## config.mk

```make
export PLATFORM = sky130hd
export DESIGN_NAME = sia_host
export DESIGN_NICKNAME = d
export VERILOG_FILES = /design/src/rtl/sia_pkg.sv /design/src/rtl/sia_host_timer.sv /design/src/rtl/sia_host.sv
export SDC_FILE = /design/constraint.sdc
export NUM_CORES = 1
export LEC_CHECK = 0
export CAP_MARGIN = 25
export CORE_MARGIN = 5
export CORE_UTILIZATION = 46
export CTS_CLUSTER_SIZE = 20
export DETAILED_ROUTE_END_ITERATION = 6
export GPL_TIMING_DRIVEN = 0
export PLACE_DENSITY_LB_ADDON = 0.25
export SYNTH_ARGS = -nofsm -noshare
export SYNTH_HDL_FRONTEND = slang
export SYNTH_SLANG_ARGS = --single-unit
```

## constraint.sdc

```tcl
create_clock -name clk_i -period 3.5 [get_ports clk_i]
set_input_delay 0.7 -clock clk_i [delete_from_list [all_inputs] [get_ports clk_i]]
set_output_delay 0.7 -clock clk_i [all_outputs]
set_load 0.05 [all_outputs]
```

## src/rtl/sia_pkg.sv

```systemverilog
// rtl/sia_pkg.sv - shared SIA constants, register map and host FSM encoding
package sia_pkg;

  localparam int DATA_W = 16;

  // Register word addresses, matching adr[2:1] on the bus
  localparam logic [1:0] ADR_CTRL = 2'b00;
  localparam logic [1:0] ADR_STAT = 2'b01;
  localparam logic [1:0] ADR_DATA = 2'b10;
  localparam logic [1:0] ADR_IRQ  = 2'b11;

  typedef enum logic [2:0] {
    ST_IDLE,
    ST_REQ,
    ST_WAIT,
    ST_DONE,
    ST_TOUT
  } state_e;

endpackage

```

## src/rtl/sia_host_timer.sv

```systemverilog
// rtl/sia_host_timer.sv - saturating transfer timer, expired when count equals TIMEOUT
module sia_host_timer #(
  parameter int TIMEOUT = 255
) (
  input  logic clk_i,
  input  logic reset_i,
  input  logic clr,
  input  logic en,
  output logic expired
);

  localparam int W = $clog2(TIMEOUT + 1);

  logic [W-1:0] count;

  assign expired = (count == W'(TIMEOUT));

  // Holds at TIMEOUT so a long stall can never wrap back to a small count
  always_ff @(posedge clk_i or negedge reset_i) begin
    if (!reset_i) begin
      count <= '0;
    end else if (clr) begin
      count <= '0;
    end else if (en && !expired) begin
      count <= count + W'(1);
    end
  end

endmodule

```

## src/rtl/sia_host.sv

```systemverilog
// rtl/sia_host.sv - single-beat Wishbone B4 pipelined master for the SIA register port
module sia_host
  import sia_pkg::*;
#(
  parameter int TIMEOUT = 255
) (
  input  logic              clk_i,
  input  logic              reset_i,
  input  logic              req_valid_i,
  output logic              req_ready_o,
  input  logic              req_we_i,
  input  logic [2:1]        req_adr_i,
  input  logic [1:0]        req_sel_i,
  input  logic [DATA_W-1:0] req_dat_i,
  output logic              rsp_valid_o,
  output logic [DATA_W-1:0] rsp_dat_o,
  output logic              rsp_err_o,
  output logic              cyc_o,
  output logic              stb_o,
  output logic              we_o,
  output logic [1:0]        sel_o,
  output logic [2:1]        adr_o,
  output logic [DATA_W-1:0] dat_o,
  input  logic              ack_i,
  input  logic              stall_i,
  input  logic [DATA_W-1:0] dat_i
);

  state_e state_q, state_d;
  logic   accept;
  logic   timer_clr, timer_en, expired;
  logic   cap_ack, cap_tout;

  sia_host_timer #(.TIMEOUT(TIMEOUT)) u_timer (
    .clk_i   (clk_i),
    .reset_i (reset_i),
    .clr     (timer_clr),
    .en      (timer_en),
    .expired (expired)
  );

  // Outputs decode straight from the state flops, so reset drops cyc/stb at once
  assign req_ready_o = (state_q == ST_IDLE) || (state_q == ST_DONE) || (state_q == ST_TOUT);
  assign cyc_o       = (state_q == ST_REQ) || (state_q == ST_WAIT);
  assign stb_o       = (state_q == ST_REQ);
  assign rsp_valid_o = (state_q == ST_DONE) || (state_q == ST_TOUT);
  assign rsp_err_o   = (state_q == ST_TOUT);
  assign accept      = req_valid_i && req_ready_o;

  always_ff @(posedge clk_i or negedge reset_i) begin
    if (!reset_i) begin
      state_q <= ST_IDLE;
    end else begin
      state_q <= state_d;
    end
  end

  always_comb begin
    state_d   = state_q;
    timer_clr = 1'b0;
    timer_en  = 1'b0;
    cap_ack   = 1'b0;
    cap_tout  = 1'b0;
    case (state_q)
      ST_IDLE, ST_DONE, ST_TOUT: begin
        if (req_valid_i) begin
          state_d   = ST_REQ;
          timer_clr = 1'b1;
        end else begin
          state_d = ST_IDLE;
        end
      end
      ST_REQ: begin
        timer_en = 1'b1;
        // ACK under STALL is a slave protocol violation and is dropped
        if (!stall_i && ack_i) begin
          state_d = ST_DONE;
          cap_ack = 1'b1;
        end else if (expired) begin
          state_d  = ST_TOUT;
          cap_tout = 1'b1;
        end else if (!stall_i) begin
          state_d = ST_WAIT;
        end
      end
      ST_WAIT: begin
        timer_en = 1'b1;
        if (ack_i) begin
          state_d = ST_DONE;
          cap_ack = 1'b1;
        end else if (expired) begin
          state_d  = ST_TOUT;
          cap_tout = 1'b1;
        end
      end
      default: state_d = ST_IDLE;
    endcase
  end

  always_ff @(posedge clk_i or negedge reset_i) begin
    if (!reset_i) begin
      we_o  <= 1'b0;
      adr_o <= '0;
      sel_o <= '0;
      dat_o <= '0;
    end else if (accept) begin
      we_o  <= req_we_i;
      adr_o <= req_adr_i;
      sel_o <= req_sel_i;
      dat_o <= req_dat_i;
    end
  end

  always_ff @(posedge clk_i or negedge reset_i) begin
    if (!reset_i) begin
      rsp_dat_o <= '0;
    end else if (cap_ack) begin
      rsp_dat_o <= dat_i;
    end else if (cap_tout) begin
      rsp_dat_o <= '0;
    end
  end

endmodule

```

==> results of run 1 <==
==> through the flow <==
stage	area [um^2]	utilization, %	cells
after CTS	3010	70.2	294
after global routing	3010	70.2	294
after detailed placement	2930	68.3	287
after global placement	2920	67.9	286
after floorplan	2020	-	151
final	3010	70.2	294
==> cell usage after synthesis (all sizes together), types with 2 or more instances <==
cell and number:
a22o 16, xor2 2, buf 8, or2 2, o21ai 6, nand3 5, nor3 2, dfrtp 48
nor2 2, inv 5, o31ai 3, nand2b 3, o211ai 5, a21boi 2, nand2 4, mux2 21
==> layer usage <==
layer  part of all wire [%]  global-route usage, %  vias up
li1                       -                      -      733
met1                     44                   21.6      745
met2                     47                   23.9       52
met3                    8.2                   5.79        4
met4                    1.1                   4.72        0
met5                      0                      0        -
==> state kept, by name, summed over array words and instances (netlist names) <==
name / flops
adr_o: 2
dat_o: 16
rsp_dat_o: 16
sel_o: 2
state_q: 3
u_timer.count: 8
we_o: 1
==> cell families (layout without fill, tap and decap cells) <==
| family | after synthesis | count (layout) | synth area share, % |
|---|---|---|---|
| AOI/OAI and AO/OA | 38 | 38 | 15.0 |
| xor gates and xnor gates | 2 | 2 | 1.24 |
| adders and majority gates | 1 | 1 | 0.619 |
| buffers and inverters | 13 | 104 | 3.65 |
| DFF | 48 | 48 | 59.4 |
| muxes | 22 | 22 | 12.2 |
| and+or+nand+nor | 27 | 27 | 7.86 |
==> how the worst min path moves through the flow <==
| stage | to | startpoint | cells past startpoint |
|---|---|---|---|
| 2_1_floorplan | adr_o[1] | reset_i | 0 |
| 3_3_place_gp | rsp_dat_o[9] | rsp_dat_o[9] | 1 |
| 3_5_place_dp | rsp_dat_o[8] | rsp_dat_o[8] | 1 |
| 4_1_cts | dat_o[4] | reset_i | 1 |
| 5_1_grt | dat_o[4] | reset_i | 1 |
| 6_report | dat_o[4] | reset_i | 1 |
==> worst register-to-register path, stage by stage, from the launching register on <==
cell and delay (ns):
dfrtp_1 0.39, ha_1 0.21, nand4_1 0.22, o211ai_1 0.26, o2111ai_1 0.33, buf_2 0.30, a22o_1 0.20
==> final cells by class <==
class | instances | share of cell area [%]
Sequential cell | 48 | 39.9
Buffer | 8 | 1.83
Inverter | 5 | 0.623
Tap cell | 52 | 2.16
Clock buffer | 5 | 2.28
Timing Repair Buffer | 84 | 28.1
Multi-Input combinational cell | 90 | 24.8
Clock inverter | 2 | 0.415
==> power groups by stage <==
stage	sequential (W)	clock [W]	combinational, W
floorplan	0.00168	0	0.000639
global placement	0.000926	0	0.00203
detailed placement	0.000930	0	0.00206
CTS	0.000927	0.000317	0.00206
global route	0.000954	0.000338	0.00214
finish	0.000925	0.000306	0.00204
==> key figures, run 1 <==
STA
  – TNS Setup: 0 ns
  – Minimum clock period: about 2.8 ns
  – Fin crit share: 80.4%
  – Maximum clock rate: 355 MHz
  – Worst-Margin Slew: 0.584 ns
  – Slew Limit Fails: 0
  – Post-layout worst setup margin: approximately 0.7 ns
  – Setup Skew: between 0.01 and 0.015 ns
  – Hold_ws: between 0.3 and 0.4 ns
  – Finish-stage setup viols: 0
  – RSZ-0062 raised after global routing: no
  – Final hold violations: 0
  – Relative slew slack: 61.0%

Critical path
  – CP Cell Sequence: inv_1 > nor3_1 > nand2b_1 > clkdlybuf4s50_1
  – CP Class: flip-flop to output pin
  – Max incr delay on CP: between 0.7 and 0.8 ns
  – CP Capture Type: output pin
  – Critical-path maximum fanout: 7
  – Critical Path AT: approximately 2.1 ns
  – Reg2reg start: u_timer.count[0]
  – Worst setup SP type: flip-flop
  – WP data required: approximately 2.8 ns
  – Worst path depth: 4
  – Flop2flop setup slack: between 1 and 1.5 ns
  – Critical Path Source: state_q[2]
  – Cell family with most CP delay: buffers and inverters
  – CP endpoint: rsp_valid_o
  – Worst r2r path cells: 6
  – R2r endpoint: rsp_dat_o[0]
  – Slowest CP cell: clkdlybuf4s50_1
  – Critical path buffers and inverters: 2

Place
  – Setup WS pre-CTS: a little over 1 ns
  – Post-DP HPWL: ~3400 um
  – IO buf count: a little over 80
  – GP Congestion: between 0.7 and 0.8

Clock tree
  – H-tree level count: 2
  – TritonCTS Buffers: 5
  – Number of post-CTS setup repair buffers: 0
  – Root Driver: clkbuf_8
  – TritonCTS clock tree: done
  – Post_cts resized: 0
  – Cts hold-fix bufs: 0
  – Clk Latency, worst-skew pair: 0.29 ns
  – Clock buffer depth: 2
  – Clock sinks: 48
  – CTS clk-pin slew, worst paths: 0.08 ns

Drt
  – Post-Route WL: 4470 um
  – Routed WL per cell: between 15 and 20 um
  – DR iter-0 viols: 61
  – Via count: approximately 1500
  – Avg Vias per Cell: between 5 and 6
  – Antenna Nets Post-Route: 0
  – Drt pass-1 iters: 4
  – DRC: 0

Power and ir drop
  – Clock power share: under 10%
  – Net Sw Frac: about half
  – Leak Pwr: between 1 and 1.5 nW
  – Power per cell area: approximately 1100 mW/mm^2
  – Switching power: around 0.0016 W
  – Gate power share: between 60 and 70%
  – Reg power frac: between 20 and 30%
  – Total Power: between 0.003 and 0.004 W
  – Max rail drop VDD: 620 uV
  – Internal power: 0.00170 W

Global routing
  – Grt ovf: 0
  – Pin count of the biggest net entering global routing: 26
  – Antenna violations before repair: 0
  – First-pass GRT wire length: between 7000 and 8000 um
  – Gr usage total: 15.9%
  – Vias in the first global route: ~1500

Synth
  – Synth Flop Type: dfrtp_1
  – Yosys top cell area share: 59.4%
  – Area contributors post-synth: dfrtp_1 (59%), mux2_2 (12%), a22o_1 (6.9%), o211ai_1 (1.9%), buf_2 (1.2%)
  – Seq/Total Area, Yosys: approximately three fifths
  – Synth Warn #: 0
  – Syn Inst Count: about 150
  – EDFF count, synth: 0
  – Post-synth top area cell: dfrtp_1
  – Synth async-reset ratio: 100%
  – Syn nets: ~190
  – Yosys reg bits: between 40 and 50
  – Netlist Area Pre-Place: ~0.0020 mm^2
  – Yosys cell types: 37
  – Avg Synthesized Cell Area: 13.4 um^2

Layout
  – Most frequent cells in the layout: clkdlybuf4s50_1 (82), dfrtp_1 (48), mux2_2 (21)
  – Nets: 285
  – Fraction of layout cells with a size suffix above 1: between 10% and 20%
  – Reg area: approximately 0.0012 mm^2
  – Antenna diode count: 0
  – Area of the multi-input gates: between 700 and 800 um^2
  – Area growth, synth to finish: 49.1%
  – Fillcell total: 318
  – Commonest non-fill, non-tap cell in the layout: clkdlybuf4s50_1

Run status
  – Status: completed

Floorplanning
  – Die Height: between 70 and 80 um
  – Die ar.: approximately 0.0058 mm^2
  – CORE AREA: 0.00429 mm^2
  – # IOs: 84
  – Row count: 24
  – Initial core utilization: a little under half
  – DIE WIDTH: between 70 and 80 um

Hold path
  – Hold WC Path Type: primary input to asynchronous set/reset pin

Flow run
  – Max-Cap Viols: 0
No activity file was read; power rests on OpenSTA's default activity.
==> inputs of run 2 (changes only) <==
Settings changed: CORE_UTILIZATION 46 to 42.
Clock period 3.5 ns to 2.8 ns, I/O delays scaled along.
==> run 2 against run 1 <==
Largest power group unchanged. Cell area is 0.50% higher. Clock power is 39% higher. Non-clock buffer count stayed put. Wire length is 2.5% higher. Sequential share of layout area is 0.20 points lower. Final cell count is 1.0% higher. Sequential cell count stayed put. Critical path type unchanged. Combinational power is 25% higher. Total power is 26% higher. Worst hold slack worse by 0.20 ns. First-iteration DRC count is 8.2% lower. Critical endpoint unchanged.
==> key figures, run 2 (synthesis results as in run 1) <==
Drt
  – Avg Vias per Cell: 5.11
  – DRC: 0
  – DR iter-0 viols: 56
  – Via count: approximately 1500
  – Routed WL per cell: between 15 and 20 um
  – Drt pass-1 iters: 4
  – Post-Route WL: 4580 um
  – Antenna Nets Post-Route: 0

Layout
  – Top Registers: dat_o x16, rsp_dat_o x16, u_timer.count x8
  – Reg area: 0.00120 mm^2
  – Finished Cell Area: 0.00303 mm^2
  – Fraction of layout cells with a size suffix above 1: between 10% and 20%
  – Antenna diode count: 0
  – Nets: about 290
  – Area growth, synth to finish: 49.8%
  – Most frequent cells in the layout: clkdlybuf4s50_1 (82), dfrtp_1 (48), mux2_2 (21)
  – Commonest non-fill, non-tap cell in the layout: clkdlybuf4s50_1
  – Post-layout util: 64.5%
  – Area of the multi-input gates: roughly 750 um^2
  – Fillcell total: around 370

Global routing
  – Gr usage total: between 10% and 20%
  – First-pass GRT wire length: 7820 um
  – Grt ovf: 0
  – Antenna violations before repair: 0
  – Pin count of the biggest net entering global routing: 34
  – Vias in the first global route: 1599

Power and ir drop
  – Clock power share: ~10%
  – Net Sw Frac: between 40% and 50%
  – Total Power: 0.00413 W
  – Internal power: ~0.0022 W
  – Leak Pwr: around 1.3 nW
  – Max rail drop VDD: around 650 uV
  – Reg power frac: approximately 28%
  – Power per cell area: around 1400 mW/mm^2
  – Switching power: ~0.0020 W
  – Gate power share: between 60% and 70%

STA
  – Post-layout worst setup margin: ~0.19 ns
  – Maximum clock rate: 383 MHz
  – Worst-Margin Slew: approximately 0.6 ns
  – Final hold violations: 0
  – Finish-stage setup viols: 0
  – RSZ-0062 raised after global routing: no
  – TNS Setup: 0 ns
  – Minimum clock period: 2.61 ns
  – Fin crit share: around 93%
  – Slew Limit Fails: 0
  – Relative slew slack: about three fifths
  – Setup Skew: 0.00637 ns

Place
  – Setup WS pre-CTS: 0.466 ns
  – Dpl cell area: roughly 0.0029 mm^2
  – Post-DP HPWL: 3410 um
  – IO buf count: between 80 and 90
  – GP Congestion: 0.744

Clock tree
  – Root Driver: clkbuf_8
  – TritonCTS clock tree: done
  – Clock sinks: 48
  – CTS clk-pin slew, worst paths: 0.09 ns
  – Post_cts resized: 0
  – H-tree level count: 2
  – Clk Latency, worst-skew pair: a little under 0.3 ns
  – TritonCTS Buffers: 5
  – Clock buffer depth: 2
  – Cts hold-fix bufs: 0
  – Number of post-CTS setup repair buffers: 0

Critical path
  – CP Capture Type: output pin
  – Slowest CP cell: clkdlybuf4s50_1
  – Critical Path AT: 2.05 ns
  – Max incr delay on CP: 0.79 ns
  – R2r endpoint: rsp_dat_o[14]
  – Reg2reg start: u_timer.count[0]
  – CP Cell Sequence: inv_1 > nor3_1 > nand2b_1 > clkdlybuf4s50_1
  – Cell family with most CP delay: buffers and inverters
  – Flop2flop setup slack: 0.81 ns
  – Critical-path maximum fanout: 7
  – WP data required: 2.24 ns
  – Worst path depth: 4
  – CP Class: flip-flop to output pin
  – Critical path buffers and inverters: 2
  – Worst r2r path cells: 6
  – Worst setup SP type: flip-flop

Floorplanning
  – CORE AREA: roughly 0.0047 mm^2
  – Die ar.: ~0.0063 mm^2
  – DIE WIDTH: roughly 80 um
  – # IOs: between 80 and 90
  – Initial core utilization: between 40% and 50%
  – Row count: 25
  – Die Height: 79.4 um

Flow run
  – Max-Cap Viols: 0

Run status
  – Status: completed

Hold path
  – Hold WC Path Type: primary input to asynchronous set/reset pin
==> run 2: worst max-delay path by stage <==
stage / start / slack, ns / to
floorplan: state_q[2] / 0.06 / rsp_valid_o
global placement: reset_i / -0.27 / dat_o[10]
detailed placement: stall_i / 0.47 / rsp_dat_o[0]
CTS: state_q[2] / 0.16 / rsp_valid_o
global route: state_q[2] / 0.05 / rsp_valid_o
finish: state_q[2] / 0.19 / rsp_valid_o
==> run 2: per-stage QoR <==
step	hold slack, ns	instances
6_report	0.184	297
5_1_grt	0.198	297
4_1_cts	0.187	297
2_1_floorplan	0.264	151
3_5_place_dp	0.482	289
3_3_place_gp	0.483	288
==> run 2: power by group through the flow <==
stage | clock network, W | registers [W] | logic (W)
2_1_floorplan | 0 | 0.00209 | 0.000798
3_3_place_gp | 0 | 0.00115 | 0.00255
3_5_place_dp | 0 | 0.00117 | 0.00257
4_1_cts | 0.000442 | 0.00116 | 0.00258
5_1_grt | 0.000477 | 0.00120 | 0.00270
6_report | 0.000426 | 0.00116 | 0.00255
==> run 2: metal layers <==
metal | track usage, % | share of wire (%) | up-vias | wire, um
li1 | - | - | 733 | -
met5 | 0 | 0 | - | 0
met3 | 8.05 | 12 | 5 | 543
met1 | 21.2 | 43 | 718 | 1950
met4 | 3.95 | 0.85 | 0 | 39
met2 | 22.7 | 45 | 62 | 2050
==> run 2: final cells by class <==
type | instances | area share [%]
Inverter | 5 | 0.620
Buffer | 8 | 1.82
Timing Repair Buffer | 84 | 27.9
Clock buffer | 7 | 2.85
Sequential cell | 48 | 39.7
Clock inverter | 1 | 0.248
Tap cell | 54 | 2.23
Multi-Input combinational cell | 90 | 24.6
